<file path="config.mk">
export PLATFORM = sky130hd
export DESIGN_NAME = io_bridge
export DESIGN_NICKNAME = d
export VERILOG_FILES = /design/src/rtl/io_bridge_pkg.sv /design/src/rtl/io_fifo.sv /design/src/rtl/io_bridge.sv
export SDC_FILE = /design/constraint.sdc
export NUM_CORES = 1
export LEC_CHECK = 0
export ABC_AREA = 1
export ABC_CLOCK_PERIOD_IN_PS = 2500
export CORE_ASPECT_RATIO = 0.6
export CORE_MARGIN = 5
export CORE_UTILIZATION = 50
export CTS_CLUSTER_DIAMETER = 50
export DETAILED_ROUTE_END_ITERATION = 7
export HOLD_SLACK_MARGIN = 0.03
export PLACE_DENSITY = 0.79
export SLEW_MARGIN = 20
export SYNTH_ARGS = -nofsm -noshare
export SYNTH_HDL_FRONTEND = slang
export SYNTH_SLANG_ARGS = --single-unit
</file>
<file path="constraint.sdc">
create_clock -name clock -period 2.5 [get_ports clock]
set_input_delay 0.625 -clock clock [delete_from_list [all_inputs] [get_ports clock]]
set_output_delay 0.625 -clock clock [all_outputs]
set_load 0.03 [all_outputs]
</file>
<file path="src/rtl/io_bridge_pkg.sv">
// Shared definitions for the processor I/O bridge: default widths and the
// input-side handshake state encoding.
package io_bridge_pkg;
   localparam int DATA_W_DEF    = 16;
   localparam int OUT_DEPTH_DEF = 4;

   typedef enum logic {
      IDLE = 1'b0,
      HOLD = 1'b1
   } in_state_t;
endpackage

</file>
<file path="src/rtl/io_fifo.sv">
// Circular output FIFO with an explicit occupancy counter; a push into a full
// FIFO is only accepted when a pop frees the head slot in the same cycle.
module io_fifo #(
   parameter int DATA_W    = 16,
   parameter int OUT_DEPTH = 4
) (
   input  logic                         clock,
   input  logic                         rst,
   input  logic                         wr_en,
   input  logic [DATA_W-1:0]            wr_data,
   input  logic                         rd_ready,
   output logic [DATA_W-1:0]            rd_data,
   output logic                         rd_valid,
   output logic [$clog2(OUT_DEPTH):0]   count,
   output logic                         drop
);
   localparam int PW = $clog2(OUT_DEPTH);

   logic [OUT_DEPTH-1:0][DATA_W-1:0] mem;
   logic [PW-1:0]                    rd_ptr, wr_ptr;
   logic [PW:0]                      cnt;
   logic                             full, push, pop;

   assign full     = (cnt == (PW+1)'(OUT_DEPTH));
   assign rd_valid = (cnt != '0);
   assign pop      = rd_valid & rd_ready;
   assign push     = wr_en & (~full | pop);
   assign drop     = wr_en & full & ~pop;
   assign rd_data  = mem[rd_ptr];
   assign count    = cnt;

   // Storage is not reset; occupancy alone decides what is valid.
   always_ff @(posedge clock) begin
      if (push) mem[wr_ptr] <= wr_data;
   end

   // Depth is a power of two, so pointers wrap by natural overflow.
   always_ff @(posedge clock or posedge rst) begin
      if (rst) begin
         rd_ptr <= '0;
         wr_ptr <= '0;
         cnt    <= '0;
      end else begin
         if (push) wr_ptr <= wr_ptr + 1'b1;
         if (pop)  rd_ptr <= rd_ptr + 1'b1;
         case ({push, pop})
            2'b10:   cnt <= cnt + 1'b1;
            2'b01:   cnt <= cnt - 1'b1;
            default: cnt <= cnt;
         endcase
      end
   end
endmodule

</file>
<file path="src/rtl/io_bridge.sv">
// Processor I/O bridge: buffered output port through io_fifo, single-word
// input hold register with a two-state handshake, and sticky error flags.
module io_bridge
   import io_bridge_pkg::*;
#(
   parameter int DATA_W    = DATA_W_DEF,
   parameter int OUT_DEPTH = OUT_DEPTH_DEF
) (
   input  logic                         clock,
   input  logic                         rst,
   input  logic                         cpu_wr,
   input  logic [DATA_W-1:0]            cpu_wdata,
   input  logic                         cpu_rd,
   output logic [DATA_W-1:0]            cpu_rdata,
   output logic [DATA_W-1:0]            out_data,
   output logic                         out_valid,
   input  logic                         out_ready,
   input  logic [DATA_W-1:0]            in_data,
   input  logic                         in_valid,
   output logic                         in_ready,
   output logic                         in_avail,
   output logic [$clog2(OUT_DEPTH):0]   out_count,
   output logic                         ovf,
   output logic                         udf,
   input  logic                         clr_err
);
   in_state_t         state;
   logic [DATA_W-1:0] hold;
   logic              drop, udf_set;

   io_fifo #(.DATA_W(DATA_W), .OUT_DEPTH(OUT_DEPTH)) u_fifo (
      .clock    (clock),
      .rst      (rst),
      .wr_en    (cpu_wr),
      .wr_data  (cpu_wdata),
      .rd_ready (out_ready),
      .rd_data  (out_data),
      .rd_valid (out_valid),
      .count    (out_count),
      .drop     (drop)
   );

   assign in_ready  = (state == IDLE);
   assign in_avail  = (state == HOLD);
   assign cpu_rdata = hold;
   assign udf_set   = cpu_rd & (state == IDLE);

   // A word offered while the processor is consuming is refused; the hold
   // register keeps the consumed word until the next capture.
   always_ff @(posedge clock or posedge rst) begin
      if (rst) begin
         state <= IDLE;
         hold  <= '0;
      end else begin
         case (state)
            IDLE: if (in_valid) begin
               hold  <= in_data;
               state <= HOLD;
            end
            HOLD: if (cpu_rd) state <= IDLE;
            default: state <= IDLE;
         endcase
      end
   end

   // Set wins over a coincident clear.
   always_ff @(posedge clock or posedge rst) begin
      if (rst) begin
         ovf <= 1'b0;
         udf <= 1'b0;
      end else begin
         if (drop)         ovf <= 1'b1;
         else if (clr_err) ovf <= 1'b0;
         if (udf_set)      udf <= 1'b1;
         else if (clr_err) udf <= 1'b0;
      end
   end
endmodule

</file>
==> metrics, run 1 <==
Synth area leaders edfxtp_1 (51%), dfrtp_1 (17%), nand2_1 (8.4%), nor2_1 (3.8%), inv_1 (3.4%); WHS Path Cells 2; number of remaining DRC errors 0; post-CTS setup buffer count 0; CTS tree built; Detail Placement HPWL 5.24 mm; vias in the first global route 2434; Post-synth EDFFs 64; DR vias 2553; final period utilization 94.2%; diode count 0; Final TNS setup 0 ns; Worst Hold Path EP cpu_rdata[2]; FP Rows 24; cts repair resizes 0; cts bufs inserted 9; Post-synth ARST share 28.9%; initial antenna violation count 0; layout cells sized above 1 9.79%; Hold Vio Cnt, Final 0; first-pass iteration count of the detailed router 4; Worst EP arrival 1.73 ns; CTS hold repair buffers 0; Root Buffer clkbuf_16; Mean Syn Cell Area 11.3 µm²; Starting Density 51.5%; CTS max path bufs 2; Vert. Die Dim 77 µm; CP Max Fanout 4; # fillers 543; Post-synth top cells nand2_1 (84), edfxtp_1 (64), nor2_1 (38); Syn Nets 376; RR Startpoint u_fifo.count[0]; Seq cells post-synth 90; DRT iter0 DRCs 195; pwr/cell area 1180 nW/µm²; Die W 122 µm; RSZ-0062 raised after global routing false; CP required 1.88 ns; Post-DP Area 4590 µm²; clk_skew 0.00653 ns; PortBufs 78; Setup WS pre-CTS 0.0238 ns; outcome finished clean; worst min-delay path category register to register; largest net degree at the start of global routing 51; nets@finish 459; critical path startpoint category register; area growth from synthesis to final layout 31.1%; YS warnings 0; final instance area 4900 µm²; DR WL/cell 14.7 µm; CP Class register to output port; final worst slack 0.146 ns; count leader, synth nand2_1; Final min period 2.35 ns; Synth top area share 51.4%; FF-to-FF setup slack 0.57 ns; vias per cell 4.88; clk_lat worst skew 0.33 ns; Max Freq 425 MHz; H-Tree Depth 3; final wirelength 7.70 mm; DIE AREA 9370 µm²; Top FF cell, synth edfxtp_1; CTS Sinks 90; CP Capture Type output port; total global routing overflow 0; top cell type by total area after synthesis edfxtp_1; antenna-violating nets left 0; core area 7270 µm²; actual slew at the worst max-slew pin 0.370 ns; Max transition margin 75.4%; FF-to-FF path depth 8; part of the Yosys area used for sequential elements 68.8%; first-pass GRT wire length 12.3 mm; Synth cell types 18; count of final setup violators 0; leakage 2.06 nW; r2r endpoint u_fifo.count[1]; GRT Overall Usage 17.4%; maximum vdd drop 0.000699 V; synthesized area 3740 µm²; HP Start cpu_rdata[2]; I/O pin count 79; Max Cap Viol 0; Gate Count Post-Synth 331; Worst-path clk slew 0.06 ns; Slew Limit Fails 0; RePlAce Congestion 0.754
## layer usage
metal	global-route usage [%]	wire, µm	vias to the layer above
li1	-	-	1267
met1	23.1	3490	1215
met2	27.1	3670	66
met3	7.21	479	5
met4	3.36	61	0
met5	0	0	-
## registers in the layout (all words and copies together), names as in the netlist
signal         count
u_fifo.mem        64
cpu_rdata         16
u_fifo.count       3
u_fifo.rd_ptr      2
u_fifo.wr_ptr      2
in_avail           1
ovf                1
udf                1
## area by class of cell
cell class	instances	area [µm²]	share of cell area, %
Clock buffer	13	250	5.10
Clock inverter	3	63.8	1.30
Inverter	35	136	2.78
Multi-Input combinational cell	190	898	18.3
Sequential cell	90	2570	52.4
Tap cell	104	130	2.65
Timing Repair Buffer	88	853	17.4
## worst max path at each step
stage | start | end
after floorplan | u_fifo.count[0] | u_fifo.count[2]
after global placement | out_ready | u_fifo.count[2]
after detailed placement | out_ready | u_fifo.count[2]
after CTS | u_fifo.count[0] | out_valid
after global routing | u_fifo.count[0] | out_valid
final | u_fifo.count[0] | out_valid
## cell usage in the layout (no fill, tap or decap), types with 2 or more instances in the layout
cell and n:
ha_1 5, o21ai_0 8, buf_4 23, edfxtp_1 64, nand3_1 22, clkdlybuf4s50_1 62
o21ai_1 12, buf_12 3, inv_1 34, nor2_1 38, dfrtp_1 26, nand2_2 2
clkbuf_1 3, o211ai_1 16, clkbuf_16 9, bufinv_16 2, nand2_1 84
## kinds of logic (layout without fill, tap and decap cells)
family,Yosys count,after routing,synth area share (%)
AND/OR/NAND/NOR,147,147,15.7
flip-flops,90,90,68.8
buffers and inverters,51,139,7.22
AO/OA/AOI/OAI,36,36,5.89
adder cells (fa/ha/maj),6,6,2.21
XOR/XNOR,1,1,0.234
## report_power, final
group	leakage, nW	total, mW	internal [mW]	switching, mW
clock network	0.151	1.40	0.900	0.502
registers	0.907	2.05	1.92	0.127
logic	1.01	2.36	0.832	1.53
total	2.06	5.81	3.65	2.16
## stage by stage
| step | util, % | power (mW) | cells | hold slack [ns] |
|---|---|---|---|---|
| floorplan | - | 3.65 | 331 | 0.492 |
| global placement | 63.2 | 4.38 | 507 | 0.454 |
| detailed placement | 63.2 | 4.45 | 507 | 0.458 |
| CTS | 67.5 | 5.87 | 523 | 0.473 |
| global route | 67.5 | 6.16 | 523 | 0.483 |
| finish | 67.5 | 5.81 | 523 | 0.468 |
## worst max-delay path, stage by stage (launching register included)
cell and delay, ns:
dfrtp_1 0.41, nor2_1 0.22, nand2_1 0.15, clkdlybuf4s50_1 0.62
No activity file was read; power rests on OpenSTA's default activity.
==> run 2, diff against run 1 <==
==> constraint.sdc (replaced) <==
create_clock -name clock -period 2.5 [get_ports clock]
set_input_delay 0.5 -clock clock [delete_from_list [all_inputs] [get_ports clock]]
set_output_delay 0.5 -clock clock [all_outputs]
set_load 0.03 [all_outputs]
==> metrics, run 2 (same netlist as run 1, synthesis figures left out) <==
DRT iter0 DRCs 144; Root Buffer clkbuf_16; Worst EP arrival 1.72 ns; Worst-path clk slew 0.06 ns; RR Startpoint u_fifo.count[0]; CP Class register to output port; r2r endpoint u_fifo.count[2]; nets@finish 458; Top Usage Layer GRT met2; FP Rows 24; register area 2570 µm²; met3 capacity usage during global routing 5.88%; Final min period 2.22 ns; DR WL/cell 14.6 µm; met1 usage 22.8%; met2 GRT Util 28.0%; pwr/cell area 1200 nW/µm²; RSZ-0062 raised after global routing false; CTS max path bufs 2; HP Start cpu_rdata[4]; most frequent cells in the layout nand2_1 (84), edfxtp_1 (64), clkdlybuf4s50_1 (62); FF-to-FF path depth 10; PortBufs 78; CTS hold repair buffers 0; WHS Path Cells 2; Starting Density 51.5%; diode count 0; clk_lat worst skew 0.33 ns; CP Max Fanout 4; maximum vdd drop 0.000590 V; Die W 122 µm; total global routing overflow 0; Setup WS pre-CTS 0.104 ns; critical path startpoint category register; first-pass iteration count of the detailed router 4; Detail Placement HPWL 5.11 mm; Placed Cells 506; vias in the first global route 2466; vias per cell 4.84; core area 7270 µm²; outcome finished clean; worst min-delay path category register to register; DIE AREA 9370 µm²; count of final setup violators 0; clk_skew 0.00786 ns; Max Cap Viol 0; Hold Vio Cnt, Final 0; cts repair resizes 0; first-pass GRT wire length 12.5 mm; Max transition margin 74.4%; Final TNS setup 0 ns; initial antenna violation count 0; area growth from synthesis to final layout 30.5%; number of remaining DRC errors 0; CTS tree built; post-CTS setup buffer count 0; Max Freq 451 MHz; multi-input combinational cell area 898 µm²; final worst slack 0.282 ns; CP required 2.00 ns; Pwr Total 5.85 mW; GRT Overall Usage 17.4%; Slew Limit Fails 0; Largest register FFs 64; cts bufs inserted 9; # fillers 570; actual slew at the worst max-slew pin 0.385 ns; Util after Layout 67.2%; I/O pin count 79; CTS Sinks 90; H-Tree Depth 3; antenna-violating nets left 0; RePlAce Congestion 0.767; final period utilization 88.7%; Worst Hold Path EP cpu_rdata[4]; FF-to-FF setup slack 0.58 ns; layout cells sized above 1 10.0%; final wirelength 7.64 mm; Vert. Die Dim 77 µm; count of non-filler cells in the finished layout 522; most flop-heavy register u_fifo.mem; leakage 2.06 nW; largest net degree at the start of global routing 51; commonest non-fill, non-tap cell in the layout nand2_1; DR vias 2526; CP Capture Type output port
[run 2: how the worst max path moves through the flow]
stage / from / slack, ns / end / depth (start not counted)
after global placement: out_ready / 0.17 / u_fifo.count[2] / 11
after global routing: u_fifo.count[0] / 0.21 / out_valid / 3
after CTS: u_fifo.count[0] / 0.28 / out_valid / 3
final: u_fifo.count[0] / 0.28 / out_valid / 3
after floorplan: u_fifo.count[0] / 0.41 / u_fifo.count[2] / 11
after detailed placement: out_ready / 0.10 / u_fifo.count[2] / 11
[run 2: cell type report]
type                       count  area share [%]
clock buffer                  11            4.77
clock inverter                 5            2.10
inverter                      35            2.79
multi-input combinational    190            18.4
sequential                    90            52.7
tap                          104            2.67
timing repair buffer          87            16.6
[run 2: report_power, final]
| group | switching, mW | internal (mW) |
|---|---|---|
| sequential | 0.127 | 1.92 |
| clock | 0.505 | 0.975 |
| combinational | 1.52 | 0.798 |
[run 2: through the flow]
stage | hold WS, ns | instance area (µm²)
6_report | 0.471 | 4880
5_1_grt | 0.492 | 4880
4_1_cts | 0.472 | 4880
3_5_place_dp | 0.458 | 4550
3_3_place_gp | 0.454 | 4550
2_1_floorplan | 0.492 | 3740
[run 2: worst max-delay path: stages, from the launching register on]
cell and delay [ns]:
dfrtp_1 0.41, nor2_1 0.21, nand2_1 0.14, clkdlybuf4s50_1 0.62
[run 2: metal layers]
layer	up-vias	routed length (µm)	part of all wire, %
met3	9	439	5.7
met2	61	3670	48
met4	0	55	0.72
met5	-	0	0
li1	1259	-	-
met1	1197	3480	46
